`src/rtl/seg7_pkg.sv`:
```
// Shared types and segment codes for the seg7_scan_n multiplexed display driver.
// Segment bit order: bit 7 = dp, bits 6..0 = g..a, active high.
package seg7_pkg;

    typedef logic [7:0] seg_t;

    localparam seg_t SEG_0     = 8'h3F;
    localparam seg_t SEG_1     = 8'h06;
    localparam seg_t SEG_2     = 8'h5B;
    localparam seg_t SEG_3     = 8'h4F;
    localparam seg_t SEG_4     = 8'h66;
    localparam seg_t SEG_5     = 8'h6D;
    localparam seg_t SEG_6     = 8'h7D;
    localparam seg_t SEG_7     = 8'h07;
    localparam seg_t SEG_8     = 8'h7F;
    localparam seg_t SEG_9     = 8'h6F;
    localparam seg_t SEG_A     = 8'h77;
    localparam seg_t SEG_B     = 8'h7C;
    localparam seg_t SEG_C     = 8'h39;
    localparam seg_t SEG_D     = 8'h5E;
    localparam seg_t SEG_E     = 8'h79;
    localparam seg_t SEG_F     = 8'h71;
    localparam seg_t SEG_BLANK = 8'h00;
    localparam seg_t SEG_DP    = 8'h80;

endpackage

```
`src/rtl/seg7_decode.sv`:
```
// Nibble to 7-segment decoder (g..a). Hex digits A-F are decoded only when
// SEG7_HEX_EN is defined; otherwise they produce an unlit pattern (BCD-only build).
module seg7_decode
    import seg7_pkg::*;
(
    input  logic [3:0] nib,
    output logic [6:0] seg
);

    always_comb begin
        seg = SEG_BLANK[6:0];
        case (nib)
            4'h0: seg = SEG_0[6:0];
            4'h1: seg = SEG_1[6:0];
            4'h2: seg = SEG_2[6:0];
            4'h3: seg = SEG_3[6:0];
            4'h4: seg = SEG_4[6:0];
            4'h5: seg = SEG_5[6:0];
            4'h6: seg = SEG_6[6:0];
            4'h7: seg = SEG_7[6:0];
            4'h8: seg = SEG_8[6:0];
            4'h9: seg = SEG_9[6:0];
`ifdef SEG7_HEX_EN
            4'hA: seg = SEG_A[6:0];
            4'hB: seg = SEG_B[6:0];
            4'hC: seg = SEG_C[6:0];
            4'hD: seg = SEG_D[6:0];
            4'hE: seg = SEG_E[6:0];
            4'hF: seg = SEG_F[6:0];
`endif
            default: seg = SEG_BLANK[6:0];
        endcase
    end

endmodule

```
`src/rtl/seg7_scan_n.sv`:
```
// Multiplexed DIGITS-position seven-segment driver with frame snapshot, leading-zero
// blanking, per-digit dp and 16-level PWM. Optional hex decode: define SEG7_HEX_EN.
module seg7_scan_n
    import seg7_pkg::*;
#(
    parameter int DIGITS   = 4,
    parameter int SCAN_DIV = 50000
) (
    input  logic                  clk,
    input  logic                  rst,
    input  logic [4*DIGITS-1:0]   display_num,
    input  logic [DIGITS-1:0]     dp_in,
    input  logic                  blank_lz,
    input  logic [3:0]            brightness,
    output logic [DIGITS-1:0]     dtube_cs_n,
    output logic [7:0]            dtube_data,
    output logic                  frame_tick
);

    localparam int PW   = $clog2(SCAN_DIV);
    localparam int IW   = (DIGITS > 1) ? $clog2(DIGITS) : 1;
    localparam int STEP = SCAN_DIV / 16;

    logic [PW-1:0]         p_q, p_d;
    logic [IW-1:0]         i_q, i_d;
    logic [4*DIGITS-1:0]   s_num_q, s_num_d;
    logic [DIGITS-1:0]     s_dp_q, s_dp_d;
    logic                  s_blz_q, s_blz_d;
    logic [3:0]            s_bright_q, s_bright_d;
    logic [DIGITS-1:0]     cs_q, cs_d;
    seg_t                  data_q, data_d;
    logic                  tick_q, tick_d;

    logic                  wrap_p, last_i, load;
    logic [DIGITS-1:0]     sel;
    logic [DIGITS-1:0]     blank_vec;
    logic [3:0]            nib_cur;
    logic                  dp_cur, blank_cur, lit, upper_zero;
    logic [31:0]           on_cyc;
    logic [6:0]            seg_cur;

    seg7_decode u_dec (
        .nib (nib_cur),
        .seg (seg_cur)
    );

    // Scan counters and frame snapshot; the snapshot only moves on the frame boundary
    always_comb begin
        wrap_p     = (p_q == PW'(SCAN_DIV - 1));
        last_i     = (i_q == IW'(DIGITS - 1));
        load       = wrap_p && last_i;
        p_d        = wrap_p ? '0 : p_q + 1'b1;
        i_d        = i_q;
        if (wrap_p)
            i_d = last_i ? '0 : i_q + 1'b1;
        s_num_d    = load ? display_num : s_num_q;
        s_dp_d     = load ? dp_in       : s_dp_q;
        s_blz_d    = load ? blank_lz    : s_blz_q;
        s_bright_d = load ? brightness  : s_bright_q;
        tick_d     = load;
    end

    // A digit is blanked when it and every digit above it is zero; units never blanks
    always_comb begin
        upper_zero = 1'b1;
        blank_vec  = '0;
        for (int d = DIGITS - 1; d >= 0; d--) begin
            upper_zero   = upper_zero && (s_num_q[4*d +: 4] == 4'h0);
            blank_vec[d] = (d > 0) && s_blz_q && upper_zero;
        end
    end

    always_comb begin
        sel       = '0;
        nib_cur   = 4'h0;
        dp_cur    = 1'b0;
        blank_cur = 1'b0;
        for (int d = 0; d < DIGITS; d++) begin
            if (i_q == IW'(d)) begin
                sel[d]    = 1'b1;
                nib_cur   = s_num_q[4*d +: 4];
                dp_cur    = s_dp_q[d];
                blank_cur = blank_vec[d];
            end
        end
    end

    // p == 0 stays dark so the previous digit's segments never ghost onto the new one
    always_comb begin
        on_cyc = (32'(s_bright_q) + 32'd1) * 32'(STEP);
        lit    = (p_q != '0) && (32'(p_q) < on_cyc);
        cs_d   = '1;
        data_d = SEG_BLANK;
        if (lit) begin
            if (!blank_cur) begin
                cs_d   = ~sel;
                data_d = {dp_cur, seg_cur};
            end else if (dp_cur) begin
                cs_d   = ~sel;
                data_d = SEG_DP;
            end
        end
    end

    always_ff @(posedge clk) begin
        if (rst) begin
            p_q        <= '0;
            i_q        <= '0;
            s_num_q    <= '0;
            s_dp_q     <= '0;
            s_blz_q    <= 1'b0;
            s_bright_q <= 4'h0;
            cs_q       <= '1;
            data_q     <= SEG_BLANK;
            tick_q     <= 1'b0;
        end else begin
            p_q        <= p_d;
            i_q        <= i_d;
            s_num_q    <= s_num_d;
            s_dp_q     <= s_dp_d;
            s_blz_q    <= s_blz_d;
            s_bright_q <= s_bright_d;
            cs_q       <= cs_d;
            data_q     <= data_d;
            tick_q     <= tick_d;
        end
    end

    assign dtube_cs_n = cs_q;
    assign dtube_data = data_q;
    assign frame_tick = tick_q;

endmodule

```
`config.mk`:
```
export PLATFORM = sky130hd
export DESIGN_NAME = seg7_scan_n
export DESIGN_NICKNAME = d
export VERILOG_FILES = /design/src/rtl/seg7_pkg.sv /design/src/rtl/seg7_decode.sv /design/src/rtl/seg7_scan_n.sv
export SDC_FILE = /design/constraint.sdc
export NUM_CORES = 1
export LEC_CHECK = 0
export ABC_CLOCK_PERIOD_IN_PS = 5950
export CAP_MARGIN = 10
export CORE_MARGIN = 4
export CORE_UTILIZATION = 50
export CTS_CLUSTER_DIAMETER = 40
export DETAILED_ROUTE_END_ITERATION = 10
export PLACE_DENSITY = 0.72
export SYNTH_ARGS = -nofsm -noshare
export SYNTH_HDL_FRONTEND = slang
export SYNTH_HIERARCHICAL = 1
export SYNTH_SLANG_ARGS = --single-unit
export TNS_END_PERCENT = 20
```
`constraint.sdc`:
```
create_clock -name clk -period 5.95 [get_ports clk]
set_input_delay 0.8925 -clock clk [delete_from_list [all_inputs] [get_ports clk]]
set_output_delay 0.8925 -clock clk [all_outputs]
set_load 0.1 [all_outputs]
```
# Word level (Yosys, flattened, before mapping)

Memories as Yosys holds them, arrays and structs flattened.
Index checks and enable logic that the tools add are counted.

Muxes and demuxes: 20
Multiply operators: 1
Equality and inequality tests: 4
Magnitude comparators: 1
$add $sub $neg: 3
Reduce and logical (&&, ||, !) cells: 14
Bitwise logic cells: 2

Operators with widths:

| kind                                                 | number |
|---|---|
| two-way mux 4 bit                                    | 6 |
| less-than comparator 16 x 17 -> 1 bit                | 1 |
| multiplier 5 x 12 -> 17 bit (second input constant)  | 1 |
| adder 16 x 1 -> 16 bit (second input constant)       | 1 |
| equality test 16 bit (second input constant)         | 1 |
| two-way mux 8 bit                                    | 2 |
| nonzero test 16 bit                                  | 1 |
| zero test 4 bit                                      | 3 |
| two-way mux 1 bit                                    | 11 |
| logical AND 1 bit                                    | 7 |
| adder 4 x 1 -> 5 bit (second input constant)         | 1 |
| equality test 2 bit (second input constant)          | 2 |
| NOT 4 bit                                            | 1 |
| OR reduction 2 bit                                   | 2 |
| adder 2 x 1 -> 2 bit (second input constant)         | 1 |
| equality test 2 x 1 -> 1 bit (second input constant) | 1 |
| zero test 2 bit                                      | 1 |
| two-way mux 2 bit                                    | 1 |
| NOT 1 bit                                            | 1 |

Register bits: 56
Memories: 1
Output and inout port bits: 13
Memory bits (read-only): 112
Logic and storage cells: 55
Input port bits: 27

Memory list:

| name            | depth | width | rd ports | clocked after Yosys merged registers in | wr ports | line              | text |
|---|---|---|---|---|---|---|---|
| (no name shown) | 16    | 7     | 1        | 0                                       | 0        | seg7_decode.sv:12 | `case (nib)` |

# Logic depth before layout (Yosys ltp)

Gate-level depths: netlist (run 1).

Depth after elaboration: 8
Mapped depth: 19
Depth with buffers taken out: 19

# Hierarchy

The synthesis (run 1) kept the hierarchy.

By module, submodules not included:

| module      | instances | area an instance (um2) | sequential area each (um2) | cells an instance |
|---|---|---|---|---|
| seg7_scan_n | 1         | 3651.0                 | 1121.1                     | 390 |
| seg7_decode | 1         | 220.2                  | 0.0                        | 28 |

# Least setup slack after synthesis (run 1)

OpenSTA, ideal clock, no wires.

Path kind: reg-to-reg
Start: register s_bright_q[0]
End: register cs_q[3] (netlist: dtube_cs_n[3])
Library setup time: 0.122 ns
Buffers on the path: 0
Clock period less this slack: 4.440 ns
Cell stages (with the launch flop): 19
Required time: 5.828 ns
Setup slack: 1.510 ns
Data arrival time: 4.318 ns
Cell sequence: dfxtp_1 -> ha_1 -> xor2_1 -> ha_1 -> xor2_1 -> ha_1 -> ha_1 -> ha_1 -> a211oi_1 -> o21bai_1 -> a31o_2 -> a21oi_1 -> xor2_1 -> ha_1 -> o21ai_0 -> nor2_1 -> nor3_1 -> a21oi_1 -> a311o_1

Word-level cells in the longest chain between the ends: 6

RTL lines:

| what                                  | line               | text |
|---|---|---|
| from (decl)                           | seg7_scan_n.sv:29  | `logic [3:0] s_bright_q, s_bright_d;` |
| from (signal assigned)                | seg7_scan_n.sv:122 | `s_bright_q <= s_bright_d;` |
| adder 4 x 1 -> 5 bit                  | seg7_scan_n.sv:90  | `on_cyc = (32'(s_bright_q) + 32'd1) * 32'(STEP);` |
| multiplier 5 x 12 -> 17 bit           | seg7_scan_n.sv:90  |  |
| less-than comparator 16 x 17 -> 1 bit | seg7_scan_n.sv:91  | `lit = (p_q != '0) && (32'(p_q) < on_cyc);` |
| logical AND 1 bit                     | seg7_scan_n.sv:91  |  |
| NOT 1 bit (no source line)            | -                  |  |
| OR reduction 2 bit (no source line)   | -                  |  |
| to (signal assigned)                  | seg7_scan_n.sv:123 | `cs_q <= cs_d;` |
| to (decl)                             | seg7_scan_n.sv:30  | `logic [DIGITS-1:0] cs_q, cs_d;` |

Every way passes these cells.
A chain may end at the register's enable or synchronous reset.

# Worst setup path in the final report (run 1)

Same ends and word-level chain as after synthesis.

==> reports/qor.csv, run 1 <==
stage,metric,value,unit
place,io_buffers,39,
route,vias,3095,
status,status,finished clean,
pwr,pwr-share-seq,57.1,%
route,drtAntennaViolNets,0,
global_routing,grt_pass1_wl,13700,um
route,remaining_drc_errors,0,
sta,min_period_over_period,85.4,%
worst_setup_path,cp_common_cell,ha_1,
sta,finalMaxSlewViolations,0,
synthesis,netlist_area,3870,um^2
worst_setup_path,reg2reg_setup_slack,870,ps
pwr,p_leak,1.84,nW
global_routing,gr-total-overflow,0,
min_path,min-delay-start,s_num_q[0]$_SDFFE_PP0P_,
worst_setup_path,end_kind,flop,
synthesis,synth.largest_area_cell,dfxtp_1,
clock_tree,path_clk_slew,100,ps
sta,tightest_slew,1100,ps
synthesis,synth.area.top_cells,"dfxtp_1 (29%), ha_1 (19%), a22o_2 (6.5%), xor2_1 (3.6%), a21oi_1 (3.5%)",
clock_tree,cts_resized,0,
floorplanning,die_h,96.0,um
global_routing,grt_usage,18.6,%
floorplanning,initial_core_util,52.5,%
clock_tree,cts_tree,yes,
clock_tree,htreeDepth,2,
worst_setup_path,crit_arrival,5290,ps
global_routing,grt_max_degree,26,
finish,antennaDiodeCount,0,
floorplanning,core,7370,um^2
worst_setup_path,required,6150,ps
synthesis,ys_types,61,
place,place_area,4260,um^2
synthesis,synth_compound_area_share,23.0,%
global_routing,antenna_found_initial,0,
finish,syn2layout_area_growth,12.2,%
worst_setup_path,worstPathCellList,"ha_1, xor2_1, ha_1, xor2_1, ha_1, ha_1, ha_1, a211oi_1, o21bai_1, a31o_2, a21oi_1, xor2_1, ha_1, o21ai_0, nor2_1, nor3_1, a21oi_1, a311o_1",
sta,slew_headroom,25.7,%
sta,clock-skew-final,6.31,ps
floorplanning,die_area,9210,um^2
worst_setup_path,start_kind,flop,
synthesis,syn_area_per_cell,9.26,um^2
route,via_per_inst,5.61,
floorplanning,io_pins,40,
worst_setup_path,slowest_stage,dfxtp_1,
route,first_iter_violations,103,
pwr,power_frac_comb,12.1,%
synthesis,ys_warn_count,6,
sta,layout_setup_ws,868,ps
synthesis,synthAdderAreaFrac,19.6,%
clock_tree,cts_post_setup_buffers_inserted,0,
synthesis,synth_edf_count,0,
floorplanning,die_w,96.0,um
synthesis,synth_nets,505,
finish,finalNetCount,539,
sta,finalSetupViolations,0,
finish,final_cell_mix,"ha_1 (59), dfxtp_1 (56), clkdlybuf4s50_1 (39), inv_1 (34), a21oi_1 (27)",
worst_setup_path,critical_path.max_stage_delay,570,ps
pwr,ir_worst_vdd,0.000108,V
sta,hold_viol_final,0,
place,gp_congestion,0.834,
synthesis,yosys.area.top_type_share,29.0,%
clock_tree,cts_buffers,5,
finish,drive_above_1_share,9.27,%
worst_setup_path,critPathKind,flop to flop,
sta,max_freq,197,MHz
place,hpwl,6320,um
worst_setup_path,crit_family,adder cells,
sta,fin_crit,5080,ps
finish,final_cell_area,4350,um^2
clock_tree,cts-root-buf,clkbuf_8,
pwr,switchingPower,180,uW
pwr,power.density,155,nW/um^2
clock_tree,clock-sinks,56,
clock_tree,cts-hold-fix-buffers,0,
sta,rsz0062_at_grt,no,
place,dp_slack,933,ps
pwr,p_total,675,uW
floorplanning,rows,31,
finish,final_common_cell,ha_1,
run,drv_cap,0,
worst_setup_path,crit_fanout,9,
synthesis,synthMuxAreaShare,0.517,%
worst_setup_path,cp.buffers_inverters,0,
clock_tree,clkLatencyLatePin,310,ps
worst_setup_path,startpoint,s_bright_q[0]$_SDFFE_PP0P_,
pwr,internal-power,494,uW
route,totalWireLength,8160,um
pwr,sw_frac_of_total,26.7,%
synthesis,ys_async_sr_fraction,0,%
synthesis,synthFlopType,dfxtp_1,
worst_setup_path,r2r_start,s_bright_q[0]$_SDFFE_PP0P_,
min_path,hold_class,flop to flop,
sta,fin_setup_tns,0,ps
synthesis,synth-seq-cells,56,
synthesis,syn_inst,418,
pwr,pwr-share-clk,30.8,%
synthesis,yosys.area_share.simple,14.1,%
route,wire_per_inst,14.8,um
global_routing,first_global_vias,2926,
synthesis,synth_top_family_by_area,compound AO/OA/AOI/OAI gates,
synthesis,ys_seq_area_share,29.0,%
clock_tree,clock_path_buffers,2,
route,drt_first_pass_iters,4,
synthesis,synth-xor-area-share,7.01,%
==> path summary, 6_finish.rpt <==
path / end / cells after the start
worst min-delay path: s_num_q[0]$_SDFFE_PP0P_ / 1
worst min register to register: s_num_q[0]$_SDFFE_PP0P_ / 1
worst max-delay path: dtube_cs_n[3]$_SDFF_PP1_ / 18
worst max register to register: dtube_cs_n[3]$_SDFF_PP1_ / 18
==> routing by layer <==
| layer | routed length, um | global-route usage (%) |
|---|---|---|
| met1 | 4060 | 26.6 |
| met5 | 0 | 0 |
| met3 | 343 | 3.36 |
| met2 | 3680 | 29.0 |
| met4 | 81 | 4.50 |
==> power by group through the flow <==
stage,sequential (mW),combinational [mW],clock [mW]
after global placement,0.394,0.0813,0
after global routing,0.386,0.0858,0.234
after floorplan,0.429,0.0184,0
final,0.385,0.0815,0.208
after detailed placement,0.394,0.0817,0
after CTS,0.385,0.0820,0.214
==> cell type report <==
class	count	area, um^2
clock buffers	6	72.6
clock inverters	2	16.3
fillers	650	3020
inverters	34	128
multi-input cells	315	2490
flip-flops and latches	56	1120
well taps	99	124
repair buffers	40	398
==> synth_stat cells, types with 3 or more instances <==
cell      instances
buf_6             5
a21boi_0          4
a21o_1            4
nand2_1          23
a31oi_1           3
nor2b_1           3
nor3_1            7
xnor2_1          15
clkbuf_1          4
o311ai_0          3
a311oi_1          9
nor2_1           26
o21ai_0          15
dfxtp_1          56
a22o_2           25
a21oi_1          27
nor4_1            4
xor2_1           16
o22ai_1           5
nand3_1          13
and3_1            3
nand3b_1          5
inv_1            34
ha_1             59
a211oi_1          5
==> logic make-up (layout without fill, tap and decap cells) <==
logic type	Yosys count	in the layout
xor gates and xnor gates	31	31
DFF	56	56
buffers and inverters	47	82
muxes	2	2
AOI/OAI and AO/OA	121	121
and+or+nand+nor	101	101
adders and majority gates	60	60
==> registers in the layout, indices dropped and copies added (netlist names) <==
| signal | count |
|---|---|
| dtube_cs_n | 4 |
| dtube_data | 8 |
| frame_tick | 1 |
| i_q | 2 |
| p_q | 16 |
| s_blz_q | 1 |
| s_bright_q | 4 |
| s_dp_q | 4 |
| s_num_q | 16 |
==> stage by stage <==
stage | hold WS [ps] | instances | util [%]
2_1_floorplan | 441 | 418 | -
3_3_place_gp | 466 | 544 | 57.8
3_5_place_dp | 480 | 544 | 57.8
4_1_cts | 503 | 552 | 59.0
5_1_grt | 524 | 552 | 59.0
6_report | 503 | 552 | 59.0
Note: power is estimated with default switching activity, not from simulation.
==> inputs of run 2 (changes only) <==
--- a/config.mk
+++ b/config.mk
@@ -11,6 +11,7 @@
 export CORE_UTILIZATION = 50
 export CTS_CLUSTER_DIAMETER = 40
 export DETAILED_ROUTE_END_ITERATION = 10
+export MAX_ROUTING_LAYER = met4
 export PLACE_DENSITY = 0.72
 export SYNTH_ARGS = -nofsm -noshare
 export SYNTH_HDL_FRONTEND = slang
==> reports/qor.csv, run 2 (synthesis gave the netlist of run 1 again) <==
stage,metric,value,unit,change
route,remaining_drc_errors,0,,unchanged
worst_setup_path,cp.buffers_inverters,0,,unchanged
floorplanning,core,7370,um^2,unchanged
sta,fin_crit,5070,ps,was 5080 ps
finish,drive_above_1_share,9.27,%,unchanged
sta,layout_setup_ws,877,ps,was 868 ps
worst_setup_path,critPathKind,flop to flop,,unchanged
clock_tree,cts_post_setup_buffers_inserted,0,,unchanged
finish,final_common_cell,ha_1,,unchanged
finish,finalNetCount,539,,unchanged
global_routing,antenna_found_initial,0,,unchanged
finish,final_cell_mix,"ha_1 (59), dfxtp_1 (56), clkdlybuf4s50_1 (39), inv_1 (34), a21oi_1 (27)",,unchanged
floorplanning,die_area,9210,um^2,unchanged
route,drt_first_pass_iters,4,,unchanged
pwr,p_leak,1.84,nW,unchanged
global_routing,grt.busiest_layer,met2,,unchanged
worst_setup_path,start_kind,flop,,unchanged
floorplanning,die_h,96.0,um,unchanged
global_routing,gr-total-overflow,0,,unchanged
clock_tree,clkLatencyLatePin,310,ps,about the same
global_routing,grt_pass1_wl,13700,um,about the same
finish,syn2layout_area_growth,12.2,%,unchanged
finish,antennaDiodeCount,0,,unchanged
global_routing,grt_max_degree,26,,unchanged
sta,slew_headroom,26.2,%,was 25.7%
route,drtAntennaViolNets,0,,unchanged
worst_setup_path,crit_fanout,9,,unchanged
route,via_per_inst,5.65,,was 5.61
run,drv_cap,0,,unchanged
place,gp_congestion,0.847,,was 0.834
floorplanning,initial_core_util,52.5,%,unchanged
worst_setup_path,end_kind,flop,,unchanged
global_routing,grt_usage,19.2,%,was 18.6%
global_routing,grt_use_met1,26.7,%,was 26.6%
sta,clock-skew-final,6.41,ps,was 6.31 ps
route,vias,3117,,was 3095
clock_tree,cts_tree,yes,,unchanged
min_path,hold_class,flop to flop,,unchanged
worst_setup_path,crit_arrival,5280,ps,was 5290 ps
sta,min_period_over_period,85.3,%,was 85.4%
global_routing,gr-usage-met2,29.0,%,unchanged
worst_setup_path,required,6150,ps,about the same
route,first_iter_violations,122,,was 103
finish,final_cells,552,,unchanged
worst_setup_path,crit_family,adder cells,,unchanged
clock_tree,cts_resized,0,,unchanged
sta,tightest_slew,1100,ps,about the same
clock_tree,htreeDepth,2,,unchanged
place,dp_cells,544,,unchanged
worst_setup_path,critical_path.max_stage_delay,570,ps,about the same
place,io_buffers,39,,unchanged
sta,fin_setup_tns,0,ps,unchanged
floorplanning,rows,31,,unchanged
floorplanning,die_w,96.0,um,unchanged
sta,finalSetupViolations,0,,unchanged
status,status,finished clean,,unchanged
sta,rsz0062_at_grt,no,,unchanged
worst_setup_path,slowest_stage,dfxtp_1,,unchanged
pwr,power.density,155,nW/um^2,about the same
place,hpwl,6320,um,unchanged
worst_setup_path,worstPathCellList,"ha_1, xor2_1, ha_1, xor2_1, ha_1, ha_1, ha_1, a211oi_1, o21bai_1, a31o_2, a21oi_1, xor2_1, ha_1, o21ai_0, nor2_1, nor3_1, a21oi_1, a311o_1",,unchanged
place,dp_slack,933,ps,unchanged
route,totalWireLength,8140,um,was 8160 um
floorplanning,io_pins,40,,unchanged
clock_tree,clock_path_buffers,2,,unchanged
sta,hold_viol_final,0,,unchanged
global_routing,first_global_vias,2927,,was 2926
route,wire_per_inst,14.7,um,was 14.8 um
clock_tree,path_clk_slew,100,ps,about the same
global_routing,use_met3,3.28,%,was 3.36%
worst_setup_path,reg2reg_setup_slack,880,ps,was 870 ps
pwr,ir_worst_vdd,0.000108,V,about the same
clock_tree,cts_buffers,5,,unchanged
clock_tree,cts-root-buf,clkbuf_8,,unchanged
sta,finalMaxSlewViolations,0,,unchanged
sta,max_freq,197,MHz,about the same
clock_tree,clock-sinks,56,,unchanged
worst_setup_path,cp_common_cell,ha_1,,unchanged
clock_tree,cts-hold-fix-buffers,0,,unchanged
run 2: final cells by class:
type | count | area [um^2]
Sequential cell | 56 | 1120
Fill cell | 650 | 3020
Inverter | 34 | 128
Timing Repair Buffer | 40 | 398
Clock inverter | 2 | 16.3
Tap cell | 99 | 124
Multi-Input combinational cell | 315 | 2490
Clock buffer | 6 | 72.6
run 2: power by group:
group / internal [mW] / leakage [nW] / switching [mW]
Clock: 0.0841 / 0.0414 / 0.124
Sequential: 0.381 / 0.454 / 0.00398
Combinational: 0.0291 / 1.34 / 0.0523
run 2: worst register-to-register path: cells and delay by family, from the launching register on:
family,cells,cell delay [ps]
fa+ha+maj,6,1690
compound gates,7,1680
xor+xnor,3,740
flops,1,570
simple gates,2,300
run 2: final timing paths:
| path | startpoint | endpoint | depth (start not counted) |
|---|---|---|---|
| hold / removal | s_num_q[0]$_SDFFE_PP0P_ | s_num_q[0]$_SDFFE_PP0P_ | 1 |
| setup reg to reg | s_bright_q[0]$_SDFFE_PP0P_ | dtube_cs_n[3]$_SDFF_PP1_ | 18 |
| hold reg to reg | s_num_q[0]$_SDFFE_PP0P_ | s_num_q[0]$_SDFFE_PP0P_ | 1 |
| setup / recovery | s_bright_q[0]$_SDFFE_PP0P_ | dtube_cs_n[3]$_SDFF_PP1_ | 18 |
run 2: stage by stage:
step	area, um^2	hold slack, ps	utilization (%)	power [mW]
after floorplan	3870	441	-	0.448
after global placement	4260	466	57.8	0.475
after detailed placement	4260	480	57.8	0.476
after CTS	4350	503	59.0	0.681
after global routing	4350	524	59.0	0.706
final	4350	503	59.0	0.675
run 2: layer usage:
layer	vias to the layer above	wire (um)
met2	70	3700
met4	0	86
li1	1605	-
met3	8	362
met1	1434	3990
met5	-	0
==> inputs of run 3 (changes only) <==
--- a/config.mk
+++ b/config.mk
@@ -8,11 +8,12 @@
 export ABC_CLOCK_PERIOD_IN_PS = 5950
 export CAP_MARGIN = 10
 export CORE_MARGIN = 4
-export CORE_UTILIZATION = 50
+export CORE_UTILIZATION = 60
 export CTS_CLUSTER_DIAMETER = 40
 export DETAILED_ROUTE_END_ITERATION = 10
+export DONT_BUFFER_PORTS = 1
 export MAX_ROUTING_LAYER = met4
-export PLACE_DENSITY = 0.72
+export PLACE_DENSITY = 0.76
 export SYNTH_ARGS = -nofsm -noshare
 export SYNTH_HDL_FRONTEND = slang
 export SYNTH_HIERARCHICAL = 1
==> reports/qor.csv, run 3 (synthesis gave the netlist of run 1 again) <==
stage,metric,value,unit,change
route,totalWireLength,7940,um,was 8140 um
worst_setup_path,crit_arrival,5240,ps,was 5280 ps
floorplanning,rows,29,,was 31
clock_tree,cts_resized,0,,unchanged
floorplanning,core,6310,um^2,was 7370 um^2
worst_setup_path,start_kind,flop,,unchanged
worst_setup_path,end_kind,flop,,unchanged
global_routing,grt_max_degree,26,,unchanged
worst_setup_path,slowest_stage,dfxtp_1,,unchanged
finish,final_cell_area,3940,um^2,was 4350 um^2
finish,final_cells,491,,was 552
sta,finalMaxSlewViolations,0,,unchanged
pwr,switchingPower,181,uW,was 180 uW
pwr,power.density,167,nW/um^2,was 155 nW/um^2
worst_setup_path,reg2reg_setup_slack,920,ps,was 880 ps
floorplanning,die_area,7800,um^2,was 9210 um^2
route,first_iter_violations,131,,was 122
global_routing,grt_usage,21.4,%,was 19.2%
sta,slew_headroom,24.4,%,was 26.2%
worst_setup_path,cp_common_cell,ha_1,,unchanged
place,dp_cells,483,,was 544
worst_setup_path,crit_fanout,9,,unchanged
sta,hold_viol_final,0,,unchanged
route,via_per_inst,6.17,,was 5.65
worst_setup_path,worstPathCellList,"ha_1, xor2_1, ha_1, xor2_1, ha_1, ha_1, ha_1, a211oi_1, o21bai_1, a31o_2, a21oi_1, xor2_1, ha_1, o21ai_0, nor2_1, nor3_1, a21oi_1, a311o_1",,unchanged
clock_tree,path_clk_slew,110,ps,was 100 ps
global_routing,first_global_vias,2884,,was 2927
finish,num-fill-cells,549,,was 650
route,wire_per_inst,16.2,um,was 14.7 um
place,io_buffers,0,,was 39
pwr,p_leak,1.69,nW,was 1.84 nW
run,drv_cap,0,,unchanged
place,hpwl,6250,um,was 6320 um
route,remaining_drc_errors,0,,unchanged
clock_tree,cts_buffers,5,,unchanged
place,gp_congestion,0.895,,was 0.847
finish,syn2layout_area_growth,1.65,%,was 12.2%
clock_tree,clock-sinks,56,,unchanged
route,vias,3030,,was 3117
pwr,internal-power,475,uW,was 494 uW
pwr,ir_worst_vdd,0.000215,V,was 0.000108 V
global_routing,antenna_found_initial,0,,unchanged
clock_tree,htreeDepth,2,,unchanged
finish,drive_above_1_share,10.4,%,was 9.27%
pwr,power_frac_comb,2.8,%,was 12.1%
clock_tree,cts-hold-fix-buffers,0,,unchanged
worst_setup_path,required,6150,ps,about the same
floorplanning,io_pins,40,,unchanged
route,drt_first_pass_iters,4,,unchanged
sta,max_freq,199,MHz,was 197 MHz
global_routing,grt_pass1_wl,13100,um,was 13700 um
worst_setup_path,cp.buffers_inverters,0,,unchanged
finish,final_cell_mix,"ha_1 (59), dfxtp_1 (56), inv_1 (34), a21oi_1 (27), nor2_1 (26)",,"was ha_1 (59), dfxtp_1 (56), clkdlybuf4s50_1 (39), inv_1 (34), a21oi_1 (27)"
pwr,pwr-share-clk,32.9,%,was 30.8%
clock_tree,clock_path_buffers,2,,unchanged
finish,final_common_cell,ha_1,,unchanged
pwr,p_total,656,uW,was 675 uW
finish,finish.utilization,62.3,%,was 59.0%
floorplanning,initial_core_util,61.3,%,was 52.5%
clock_tree,cts-root-buf,clkbuf_8,,unchanged
finish,antennaDiodeCount,0,,unchanged
global_routing,gr-total-overflow,0,,unchanged
sta,tightest_slew,1120,ps,was 1100 ps
worst_setup_path,critPathKind,flop to flop,,unchanged
sta,fin_crit,5030,ps,was 5070 ps
clock_tree,clkLatencyLatePin,310,ps,about the same
clock_tree,cts_tree,yes,,unchanged
worst_setup_path,critical_path.max_stage_delay,540,ps,was 570 ps
sta,clock-skew-final,6.90,ps,was 6.41 ps
place,place_area,3840,um^2,was 4260 um^2
route,drtAntennaViolNets,0,,unchanged
sta,min_period_over_period,84.6,%,was 85.3%
sta,finalSetupViolations,0,,unchanged
sta,rsz0062_at_grt,no,,unchanged
pwr,sw_frac_of_total,27.7,%,was 26.7%
min_path,hold_class,flop to flop,,unchanged
floorplanning,die_w,88.3,um,was 96.0 um
pwr,pwr-share-seq,64.3,%,was 57.1%
clock_tree,cts_post_setup_buffers_inserted,0,,unchanged
finish,finalNetCount,500,,was 539
status,status,finished clean,,unchanged
floorplanning,die_h,88.3,um,was 96.0 um
sta,fin_setup_tns,0,ps,unchanged
worst_setup_path,crit_family,adder cells,,unchanged
## run 3: per-stage QoR
step                hold WS [ps]  setup WS (ps)
floorplan                    441           1510
global placement             468           1210
detailed placement           478            968
CTS                          504            940
global route                 519            406
finish                       500            916
## run 3: routing by layer
layer	share of wire, %	GRT usage [%]	wire length, um	up-vias
met5	0	-	0	-
met4	1.5	4.81	122	0
met3	5.6	3.72	442	14
met2	45	32.5	3570	82
met1	48	29.8	3810	1419
li1	-	-	-	1515
## run 3: final timing paths
kind	startpoint	to	cells past startpoint
worst max-delay path	s_bright_q[0]$_SDFFE_PP0P_	dtube_cs_n[3]$_SDFF_PP1_	18
worst min-delay path	s_num_q[3]$_SDFFE_PP0P_	s_num_q[3]$_SDFFE_PP0P_	1
worst max register to register	s_bright_q[0]$_SDFFE_PP0P_	dtube_cs_n[3]$_SDFF_PP1_	18
worst min register to register	s_num_q[3]$_SDFFE_PP0P_	s_num_q[3]$_SDFFE_PP0P_	1
## run 3: worst register-to-register path: stages, from the launching register on
cell	delay [ps]
dfxtp_1	540
ha_1	250
xor2_1	410
ha_1	290
xor2_1	180
ha_1	260
ha_1	270
ha_1	370
a211oi_1	250
o21bai_1	130
a31o_2	280
a21oi_1	220
xor2_1	180
ha_1	250
o21ai_0	170
nor2_1	60
nor3_1	230
a21oi_1	260
a311o_1	330
## run 3: power groups by stage
stage | logic (mW) | registers (mW) | clock network, mW
final | 0.0184 | 0.422 | 0.216
after global routing | 0.0214 | 0.423 | 0.237
after CTS | 0.0186 | 0.422 | 0.223
after detailed placement | 0.0184 | 0.431 | 0
after global placement | 0.0177 | 0.430 | 0
after floorplan | 0.0184 | 0.429 | 0
## run 3: cell type report
type                            instances  area, um^2  share of cell area [%]
Clock buffer                            5        68.8                    1.75
Clock inverter                          3        27.5                   0.700
Inverter                               34         128                    3.24
Multi-Input combinational cell        315        2490                    63.2
Sequential cell                        56        1120                    28.5
Tap cell                               77        96.3                    2.45
Timing Repair Buffer                    1        7.51                   0.191
